File: src/rtl/atr_sequencer.sv
// atr_sequencer: half-duplex auto T/R sequencer with programmable turn-on/turn-off delays.
// Optional feature macro ATR_BURST_COUNT_EN adds a counter of TX burst entries.
module atr_sequencer #(
   parameter logic [6:0] BASE    = 7'd48,
   parameter int         DELAY_W = 12
) (
   input  logic        clock,
   input  logic        reset_n,
   input  logic [6:0]  serial_addr,
   input  logic [31:0] serial_data,
   input  logic        serial_strobe,
   input  logic        enable_tx,
   input  logic        tx_empty,
   output logic [15:0] atr_out,
   output logic        tx_active,
   output logic        rx_active,
   output logic [1:0]  atr_state,
   output logic [31:0] tx_burst_count
);
   typedef enum logic [1:0] {RX = 2'd0, TX_WAIT = 2'd1, TX = 2'd2, RX_WAIT = 2'd3} state_t;
   localparam logic [DELAY_W-1:0] ONE = {{(DELAY_W-1){1'b0}}, 1'b1};
   state_t state_q, state_d;
   logic [DELAY_W-1:0] cnt_q, cnt_d, tx_delay_q, tx_delay_d, rx_delay_q, rx_delay_d;
   logic [2:0] ctrl_q, ctrl_d;
   logic [15:0] rxval_q, rxval_d, txval_q, txval_d, atr_out_q, atr_out_d;
   logic tx_active_q, tx_active_d, rx_active_q, rx_active_d;
   logic wr_ctrl, wr_delays, wr_values, enable, force_tx, force_rx, go;
   assign wr_ctrl   = serial_strobe && serial_addr == BASE;
   assign wr_delays = serial_strobe && serial_addr == BASE + 7'd1;
   assign wr_values = serial_strobe && serial_addr == BASE + 7'd2;
   assign enable    = ctrl_q[0];
   assign force_tx  = ctrl_q[1];
   assign force_rx  = ctrl_q[2];
   assign go        = enable && enable_tx && !tx_empty;
   // settings-bus register file
   always_comb begin
      ctrl_d     = wr_ctrl   ? serial_data[2:0] : ctrl_q;
      tx_delay_d = wr_delays ? serial_data[DELAY_W-1:0] : tx_delay_q;
      rx_delay_d = wr_delays ? serial_data[16+DELAY_W-1:16] : rx_delay_q;
      rxval_d    = wr_values ? serial_data[15:0] : rxval_q;
      txval_d    = wr_values ? serial_data[31:16] : txval_q;
   end
   // next state: forces first, then enable gate, then the delay FSM; outputs follow next state
   always_comb begin
      state_d = state_q;
      cnt_d   = cnt_q;
      if (force_tx) state_d = TX;
      else if (force_rx) state_d = RX;
      else if (!enable) begin
         state_d = RX;
         cnt_d   = '0;
      end else begin
         case (state_q)
            RX: if (go) begin
               state_d = (tx_delay_q == '0) ? TX : TX_WAIT;
               cnt_d   = tx_delay_q;
            end
            TX_WAIT: if (!go) state_d = RX;
               else if (cnt_q == ONE) state_d = TX;
               else cnt_d = cnt_q - ONE;
            TX: if (!go) begin
               state_d = (rx_delay_q == '0) ? RX : RX_WAIT;
               cnt_d   = rx_delay_q;
            end
            RX_WAIT: if (go) state_d = TX;
               else if (cnt_q == ONE) state_d = RX;
               else cnt_d = cnt_q - ONE;
         endcase
      end
      atr_out_d   = (state_d == RX) ? rxval_q : txval_q;
      tx_active_d = state_d == TX;
      rx_active_d = (state_d == RX) && (enable || force_rx);
   end
   // state, counter, registers and registered outputs
   always_ff @(posedge clock or negedge reset_n) begin
      if (!reset_n) begin
         state_q     <= RX;
         cnt_q       <= '0;
         ctrl_q      <= '0;
         tx_delay_q  <= '0;
         rx_delay_q  <= '0;
         rxval_q     <= '0;
         txval_q     <= '0;
         atr_out_q   <= '0;
         tx_active_q <= 1'b0;
         rx_active_q <= 1'b0;
      end else begin
         state_q     <= state_d;
         cnt_q       <= cnt_d;
         ctrl_q      <= ctrl_d;
         tx_delay_q  <= tx_delay_d;
         rx_delay_q  <= rx_delay_d;
         rxval_q     <= rxval_d;
         txval_q     <= txval_d;
         atr_out_q   <= atr_out_d;
         tx_active_q <= tx_active_d;
         rx_active_q <= rx_active_d;
      end
   end
   assign atr_out   = atr_out_q;
   assign tx_active = tx_active_q;
   assign rx_active = rx_active_q;
   assign atr_state = state_q;
`ifdef ATR_BURST_COUNT_EN
   logic [31:0] burst_q, burst_d;
   logic        burst_inc;
   // count FSM entries into TX from RX or TX_WAIT; a ctrl write clears the count
   always_comb begin
      burst_inc = !force_tx && state_d == TX && (state_q == RX || state_q == TX_WAIT);
      burst_d   = wr_ctrl ? 32'd0 : burst_q + 32'(burst_inc);
   end
   // burst counter register
   always_ff @(posedge clock or negedge reset_n) begin
      if (!reset_n) burst_q <= '0;
      else burst_q <= burst_d;
   end
   assign tx_burst_count = burst_q;
`else
   assign tx_burst_count = 32'd0;
`endif
endmodule

File: config.mk
export PLATFORM = sky130hd
export DESIGN_NAME = atr_sequencer
export DESIGN_NICKNAME = d
export VERILOG_FILES = /design/src/rtl/atr_sequencer.sv
export SDC_FILE = /design/constraint.sdc
export NUM_CORES = 1
export LEC_CHECK = 0
export CORE_UTILIZATION = 55
export DETAILED_ROUTE_END_ITERATION = 12
export DONT_BUFFER_PORTS = 1
export GPL_ROUTABILITY_DRIVEN = 0
export PLACE_DENSITY = 0.7
export RECOVER_POWER = 100
export SLEW_MARGIN = 20
export SYNTH_ARGS = -nofsm -noshare
export SYNTH_HDL_FRONTEND = slang
export SYNTH_SLANG_ARGS = --single-unit
File: constraint.sdc
create_clock -name clock -period 2.4 [get_ports clock]
set_input_delay 0 -clock clock [delete_from_list [all_inputs] [get_ports clock]]
set_output_delay 0 -clock clock [all_outputs]
set_load 0.02 [all_outputs]
After elaboration in Yosys (flattened, before gate mapping)
Cells that the tools add are included.
{ "word_totals": {"output_inout_bits": 52, "reg_bits": 91} }
{ "op_classes": {"mux": 20, "reduce_logical": 13, "bitwise": 2, "n_eq_ne": 12, "addsub": 1} }
{ "op_table": {"columns": ["operator", "n"], "rows": [
  ["$mux 12", 6],
  ["$pmux 12 s4", 1],
  ["$logic_not 12->1", 2],
  ["$mux 2", 11],
  ["$eq 7x6->1 const B", 3],
  ["$mux 16", 1],
  ["$eq 12x1->1 const B", 1],
  ["$ne 3x3->1 const B", 4],
  ["$sub 12x1->12 const B", 1],
  ["$pmux 2 s4", 1],
  ["$eq 2x2->1 const B", 3],
  ["$logic_and 1x1->1", 6],
  ["$reduce_and 6->1", 1],
  ["$logic_not 2->1", 2],
  ["$eq 2x1->1 const B", 1],
  ["$not 1->1", 2],
  ["$logic_not 1->1", 1],
  ["$logic_or 1x1->1", 1]
]} }

Longest topological paths before layout
Gate-level depths: netlist of the first run.
{ "logic_depth": {"ltp_word": 9, "mapped_depth": 9} }

Least setup slack after synthesis of the first run
OpenSTA, ideal clock, no wires.
{ "synth_timing": {"path_kind": "reg-to-reg", "startpoint": "register cnt_q[4]", "endpoint": "register atr_out_q[10] (netlist: atr_out[10])", "setup_ps": 125, "stages_incl_launch_ff": 9, "n_path_buf": 3, "required_ps": 2275, "path_slack_ps": 450, "arrival_ps": 1826, "path_cell_list": "dfrtp_1 -> clkbuf_2 -> nor4_2 -> nand4_1 -> a21boi_2 -> o21ba_2 -> buf_6 -> buf_12 -> mux2_2"} }
{ "synth_between": {"elab_chain_cells": 9} }
{ "synth_rtl": {"columns": ["element", "line_no", "rtl"], "rows": [
  ["from (decl)", "23", "logic [DELAY_W-1:0] cnt_q, cnt_d, tx_delay_q, tx_delay_d, rx_delay_q, rx_delay_d;"],
  ["from (signal assigned)", "89", "cnt_q <= cnt_d;"],
  ["$eq 12x1->1 (*)", "59, 66", null],
  ["$mux 2 (on tied branches)", "66, 59", null],
  ["$mux 2 (on tied branches)", "65, 58", null],
  ["$pmux 2 s4 (*)", "53", "case (state_q)"],
  ["$mux 2 (*)", "49", "else if (!enable) begin"],
  ["$mux 2 (*)", "48", "else if (force_rx) state_d = RX;"],
  ["$mux 2 (*)", "47", "if (force_tx) state_d = TX;"],
  ["$logic_not 2->1 (*)", "70", "atr_out_d = (state_d == RX) ? rxval_q : txval_q;"],
  ["$mux 16 (*)", "70", null],
  ["named net atr_out_d[10]", "25", "logic [15:0] rxval_q, rxval_d, txval_q, txval_d, atr_out_q, atr_out_d;"],
  ["to (signal assigned)", "95", "atr_out_q <= atr_out_d;"],
  ["to (decl)", "25", null]
]} }
The timed path passes the listed nets; every way through them passes the cells marked *.
A chain may end at the register's enable or synchronous reset.

Final worst setup path of the first run
{ "layout_timing": {"startpoint": "register cnt_q[4]", "endpoint": "register atr_out_q[4] (netlist: atr_out[4])"} }
Same word-level chain as after synthesis.

==> results of run 1 <==
flip-flops by register name, indices dropped and copies added, names as in the netlist:
register	flops
atr_out	16
rxval_q	16
txval_q	16
rx_active	1
ctrl_q	3
tx_delay_q	12
atr_state	2
rx_delay_q	12
cnt_q	12
tx_active	1
through the flow:
stage               power, mW  setup slack (ps)  hold slack (ps)
global route            3.322             125.3            173.8
CTS                     3.242             342.4            84.83
finish                  3.171             254.3            141.3
floorplan               2.131             449.7           -295.6
detailed placement      2.177             368.3           -293.8
global placement        2.164             430.1           -293.9
layout by cell type (no fill, tap or decap), types with 2 or more instances in the layout:
cell type / synthesis / routed
a211oi_1: 2 / 2
a21oi_1: 8 / 8
a22o_1: 2 / 2
a31oi_1: 3 / 3
a32o_1: 2 / 2
a41oi_1: 3 / 3
buf_4: 34 / 4
clkbuf_1: 6 / 4
clkbuf_8: 0 / 9
clkinvlp_4: 0 / 2
conb_1: 1 / 32
dfrtp_1: 91 / 91
dlygate4sd3_1: 0 / 36
ha_1: 2 / 2
inv_1: 4 / 4
inv_6: 0 / 3
mux2_1: 0 / 30
mux2_2: 45 / 45
mux2i_1: 12 / 12
nand2_1: 6 / 6
nand2b_1: 2 / 2
nand3b_1: 3 / 3
nor2_1: 19 / 19
nor3_1: 6 / 6
nor4_1: 6 / 7
o21ai_0: 17 / 17
o22ai_1: 3 / 3
or3_1: 1 / 2
or3b_2: 1 / 2
or4_1: 2 / 2
how the worst max path moves through the flow:
stage                              to  depth (start not counted)  slack [ps]
final                      atr_out[4]                          6         250
after global routing       atr_out[3]                          6         130
after CTS                  atr_out[4]                          6         340
after detailed placement  atr_out[14]                          6         370
after global placement    atr_out[12]                          6         430
after floorplan           atr_out[10]                          8         450
routing by layer:
| layer | GRT usage (%) | routed length [um] |
|---|---|---|
| met3 | 5.721 | 398 |
| met5 | 0 | 0 |
| met4 | 5.208 | 95 |
| met2 | 34.20 | 3985 |
| met1 | 29.46 | 3838 |
cells by family (layout without fill, tap and decap cells):
family | after synthesis | after routing | share of synthesized area [%]
buf+inv | 54 | 67 | 9.339
mux | 87 | 87 | 24.22
flops | 91 | 91 | 51.20
simple gates | 61 | 61 | 7.877
compound gates | 46 | 46 | 6.723
fa+ha+maj | 2 | 2 | 0.5625
other cells | 1 | 32 | 0.08431
repair_timing:
action                                 CTS  global route
setup buffers                            0             0
hold buffers                            37             0
endpoints found under the hold margin  150             0
setup endpoints to repair                0             0
worst max-delay path, stage by stage, from the launching register on:
cell	delay, ps
dfrtp_1	460
nor4_1	410
nand4_1	220
a21boi_2	230
o21ba_1	180
buf_12	160
mux2_2	340
power by group through the flow:
stage / clock (mW) / combinational [mW] / sequential, mW
floorplan: 0 / 0.362 / 1.77
global placement: 0 / 0.373 / 1.79
detailed placement: 0 / 0.383 / 1.79
CTS: 1.00 / 0.476 / 1.76
global route: 1.07 / 0.480 / 1.78
finish: 0.981 / 0.429 / 1.76
final cells by class:
class | count | area share, %
Tap cell | 102 | 2.662
Clock buffer | 9 | 2.584
Timing Repair Buffer | 47 | 9.136
Inverter | 4 | 0.3132
Multi-Input combinational cell | 228 | 36.60
Sequential cell | 91 | 47.51
Clock inverter | 7 | 1.201
==> reports/metrics.yaml, run 1 <==
status:
  status: "finished, final reports clean"
route:
  dr.pass1.iters: 4
  avgViaCountPerCell: 5.488
  detail_route.wl_per_cell_um: 17.05
  finalWirelength_um: 8319
  route.detailed.drc: 0
  drt_iter0_drc: 176
  ant_nets: 0
  vias: 2678
yosys:
  synth_seq_cells: 91
  netlist.area_leader.share_pct: 51.20
  synth_most_common_cell: "dfrtp_1"
  synth_cell_types: 50
  synth_edf_count: 0
  synth.area.top_cells: "dfrtp_1 51%, mux2_2 11%, mux2_4 10%"
  syn_inst: 342
  ys_async_sr_fraction_pct: 100.0
  netlist_top_cells_count: "91 x dfrtp_1, 45 x mux2_2, 34 x buf_4"
  seq_area_frac_synth_pct: 51.20
  netlist.top_cell.by_area: "dfrtp_1"
  synth_top_flop_cell: "dfrtp_1"
  syn_area_um2: 4448
  avgSynthCellArea_um2: 13.01
  ys.warnings.count: 0
clocking:
  htreeDepth: 3
  clkLatencyLatePin_ps: 360
  clk_pin_slew_ps: 100
  cts_buffer_depth: 2
  cts_buffers: 9
  cts_root_buf: "clkbuf_8"
  cts.sinks: 91
  cts_resized: 0
  cts_tree: "yes"
global_routing:
  grt_max_degree: 92
  grt_use_total_pct: 21.49
  grt_pass1_vias: 2773
  antenna_found_initial: 0
  gr-total-overflow: 0
  grt_first_pass_wirelength_um: 13950
placed_design:
  port_buffers: 0
  post_dp_cell_area_um2: 4385
  place_hpwl_um: 5664
  dp.cells: 435
timing:
  hold_viol: 0
  drv_slew: 0
  skew_ps: 13.37
  rsz0062_at_grt: "no"
  period_minus_slack_ps: 2146
  min_period_over_period_pct: 89.41
  finalSetupViolations: 0
  setup_tns_ps: 0
  worstMarginPinSlew_ps: 1365
  max_freq_ghz: 0.4660
  slew_headroom_pct: 8.986
power_and_ir_drop:
  clock_power_share_pct: 30.9
  swShare_pct: 29.56
  power.leakage_nw: 2.291
  seq_power_share_pct: 55.5
  max-vdd-ir-drop_v: 0.0003864
  power.internal_mw: 2.234
  comb_power_share_pct: 13.5
  p_per_area_nw_per_um2: 661.6
  netSwitchingPower_mw: 0.9373
floorplan:
  dieArea_um2: 8451
  num_rows: 32
  core_area_um2: 7767
  start_util_pct: 57.26
  die_w_um: 91.93
  die_h_um: 91.93
  io_pins: 96
cells_and_area:
  finalNonFillerCells: 488
  post-route-util_pct: 61.71
  area_delta_synth_final_pct: 7.764
  drive_above_1_share_pct: 19.17
  antenna_cells: 0
  regArea_um2: 2277
  nNetsFinal: 427
  stdcell_area_um2: 4793
  fillers: 632
  multi_input_area_um2: 1754
setup_path:
  rrSetupSlack_ps: 250
  r2r-start: "cnt_q[4]"
  cp-start-kind: "flop"
  crit_type: "flop to flop"
  crit_arrival_ps: 2390
  cp-startpoint: "cnt_q[4]"
  r2r_cells: 6
  crit_path_max_fanout: 16
  cp_data_required_time_ps: 2640
  worst_setup_path_end_kind: "flop"
  r2r_end: "atr_out[4]"
job:
  max_cap_viol_count: 0
min_path:
  hp-start: "enable_tx"
  holdPathStages: 3
  min_to: "atr_state[0]"
  hold_class: "input port to flop"
Power figures use the tool's default switching activity.
==> run 2, diff against run 1 <==
--- a/config.mk
+++ b/config.mk
@@ -6,6 +6,7 @@
 export NUM_CORES = 1
 export LEC_CHECK = 0
 export CORE_UTILIZATION = 55
+export CTS_BUF_LIST = sky130_fd_sc_hd__clkbuf_4
 export DETAILED_ROUTE_END_ITERATION = 12
 export DONT_BUFFER_PORTS = 1
 export GPL_ROUTABILITY_DRIVEN = 0
==> run 2 against run 1 <==
- the run now ends with max-capacitance violations, max-slew violations left
- sequential power hardly changed
- register-to-register slack worse by 30 ps
- fmax is 1.5% lower
- via count is 0.19% higher
- die area stayed put
- cell area is 1.0% lower
- utilization is 0.63 points lower
- critical path depth stayed put
- flip-flop and latch count stayed put
- first-iteration DRC count is 22% lower
- clock-buffer cell count stayed put
- combinational power hardly changed
- critical path type unchanged
- highest routed layer unchanged
==> reports/metrics.yaml, run 2 (synthesis gave the netlist of run 1 again) <==
status:
  status: "finished with violations"
  violations: "max-capacitance violations, max-slew violations"
timing:
  finalSetupViolations: 0  # unchanged
  skew_ps: 26.48  # +13.11 ps
  setup_tns_ps: 0  # unchanged
  drv_slew: 92  # +92
  slew_headroom_pct: -31.51  # -40 points
  rsz0062_at_grt: "no"
  max_freq_ghz: 0.4589  # -1.5%
  worstMarginPinSlew_ps: 1973  # +607.4 ps
  period_minus_slack_ps: 2179  # +33.39 ps
  hold_viol: 0  # unchanged
  min_period_over_period_pct: 90.80  # +1.4 points
floorplan:
  start_util_pct: 57.26  # unchanged
  die_h_um: 91.93  # unchanged
  die_w_um: 91.93  # unchanged
  num_rows: 32  # unchanged
  dieArea_um2: 8451  # unchanged
  io_pins: 96  # unchanged
  core_area_um2: 7767  # unchanged
setup_path:
  crit_arrival_ps: 2500  # +110 ps
  crit_path_max_fanout: 16  # unchanged
  crit_slowest_cell: "dfrtp_1"
  cp-start-kind: "flop"
  cp_data_required_time_ps: 2720  # +80 ps
  critPathMaxStageDelay_ps: 480  # +20 ps
  crit_type: "flop to flop"
  path_cells: "nor4_1, nand4_1, a21boi_2, o21ba_1, buf_12, mux2_2"
  worst_setup_path_end_kind: "flop"
placed_design:
  post_dp_cell_area_um2: 4385  # unchanged
  port_buffers: 0  # unchanged
  place_hpwl_um: 5664  # unchanged
global_routing:
  grt_first_pass_wirelength_um: 13970  # +0.15%
  antenna_found_initial: 0  # unchanged
  grt_pass1_vias: 2801  # +1.0%
  gr-total-overflow: 0  # unchanged
  grt_max_degree: 92  # unchanged
  grt_use_total_pct: 21.58  # +0.086 points
clocking:
  cts_tree: "yes"
  cts.sinks: 91  # unchanged
  clk_pin_slew_ps: 160  # +60 ps
  cts_buffer_depth: 2  # unchanged
  htreeDepth: 3  # unchanged
  cts_root_buf: "clkbuf_4"
  cts_buffers: 9  # unchanged
  cts_resized: 0  # unchanged
  cts_setup_buffers: 0  # unchanged
  clkLatencyLatePin_ps: 440  # +80 ps
route:
  route.detailed.drc: 0  # unchanged
  detail_route.wl_per_cell_um: 17.02  # -0.18%
  ant_nets: 0  # unchanged
  wl_met1_um: 3800  # -0.99%
  vias: 2683  # +0.19%
  finalWirelength_um: 8321  # about the same
  wl_met3_um: 378  # -5.0%
  dr.pass1.iters: 4  # unchanged
  avgViaCountPerCell: 5.487  # about the same
  wl_met2_um: 4046  # +1.5%
  drt_iter0_drc: 137  # -22%
  top_layer_used: "met4"
cells_and_area:
  nNetsFinal: 428  # +0.23%
  fillers: 633  # +0.16%
  layout_commonest_cell: "dfrtp_1"
  drive_above_1_share_pct: 19.12  # -0.050 points
  antenna_cells: 0  # unchanged
  final_cell_mix: "91 x dfrtp_1, 45 x mux2_2, 37 x dlygate4sd3_1, 32 x conb_1, 30 x mux2_1"
  stdcell_area_um2: 4745  # -1.0%
  area_delta_synth_final_pct: 6.667
  post-route-util_pct: 61.08  # -0.63 points
job:
  max_cap_viol_count: 1  # +1
power_and_ir_drop:
  max-vdd-ir-drop_v: 0.0004303  # +11%
  p_per_area_nw_per_um2: 628.0  # -5.1%
  power.leakage_nw: 2.274  # -0.74%
min_path:
  hold_class: "input port to flop"
[run 2: cell types whose count changed in the layout (fill, tap and decap cells not counted)]
| cell | change |
|---|---|
| clkbuf_8 | -9 |
| clkbuf_4 | +8 |
| dlygate4sd3_1 | +1 |
| buf_2 | +1 |
[run 2: worst paths after layout]
| path | from | to | slack, ps | cells after the start |
|---|---|---|---|---|
| setup reg to reg | cnt_q[4] | atr_out[3] | 220 | 6 |
| min in group asynchronous | reset_n | atr_out[10] | 700 | 2 |
| max in group asynchronous | reset_n | rx_delay_q[4] | 480 | 2 |
| setup / recovery | cnt_q[4] | atr_out[3] | 220 | 6 |
| hold reg to reg | rxval_q[8] | rxval_q[8] | 510 | 1 |
| hold / removal | enable_tx | atr_state[0] | 50 | 3 |
[run 2: critical path: cells and delay by family (launching register included)]
kind                   cells  cell delay (ps)
AOI/OAI and AO/OA          2              410
DFF                        1              480
buffers and inverters      1              160
and+or+nand+nor            2              640
muxes                      1              340
[run 2: report_power, final]
part           leakage (nW)  total (mW)  internal, mW  switching, mW
sequential             1.24        1.76          1.65          0.114
clock                0.0653       0.788         0.229          0.558
combinational         0.967       0.429         0.192          0.237
total                  2.27        2.98          2.07          0.909
[run 2: what timing repair did]
| item | in CTS | in global routing |
|---|---|---|
| endpoints found under the hold margin | 150 | 0 |
| endpoints found under the setup margin | 0 | 0 |
| hold buffers | 38 | 0 |
[run 2: cell type report]
type,instances,area (um^2),area share (%)
Clock inverter,7,57.56,1.213
Inverter,4,15.01,0.3165
Multi-Input combinational cell,228,1754,36.97
Tap cell,102,127.6,2.690
Sequential cell,91,2277,48.00
Timing Repair Buffer,48,445.4,9.388
Clock buffer,9,67.56,1.424
[run 2: per-layer routing]
layer	track usage, %	up-vias
li1	-	1245
met1	28.73	1345
met2	34.95	84
met3	5.307	9
met4	6.641	0
met5	0	-
[run 2: metrics by stage]
step	instances	total power, mW	hold WS [ps]	setup WS (ps)
after floorplan	373	2.131	-295.6	449.7
after global placement	435	2.164	-293.9	430.1
after detailed placement	435	2.177	-293.8	368.3
after CTS	489	3.056	14.17	318.8
after global routing	489	3.127	76.04	98.40
final	489	2.980	50.00	220.9
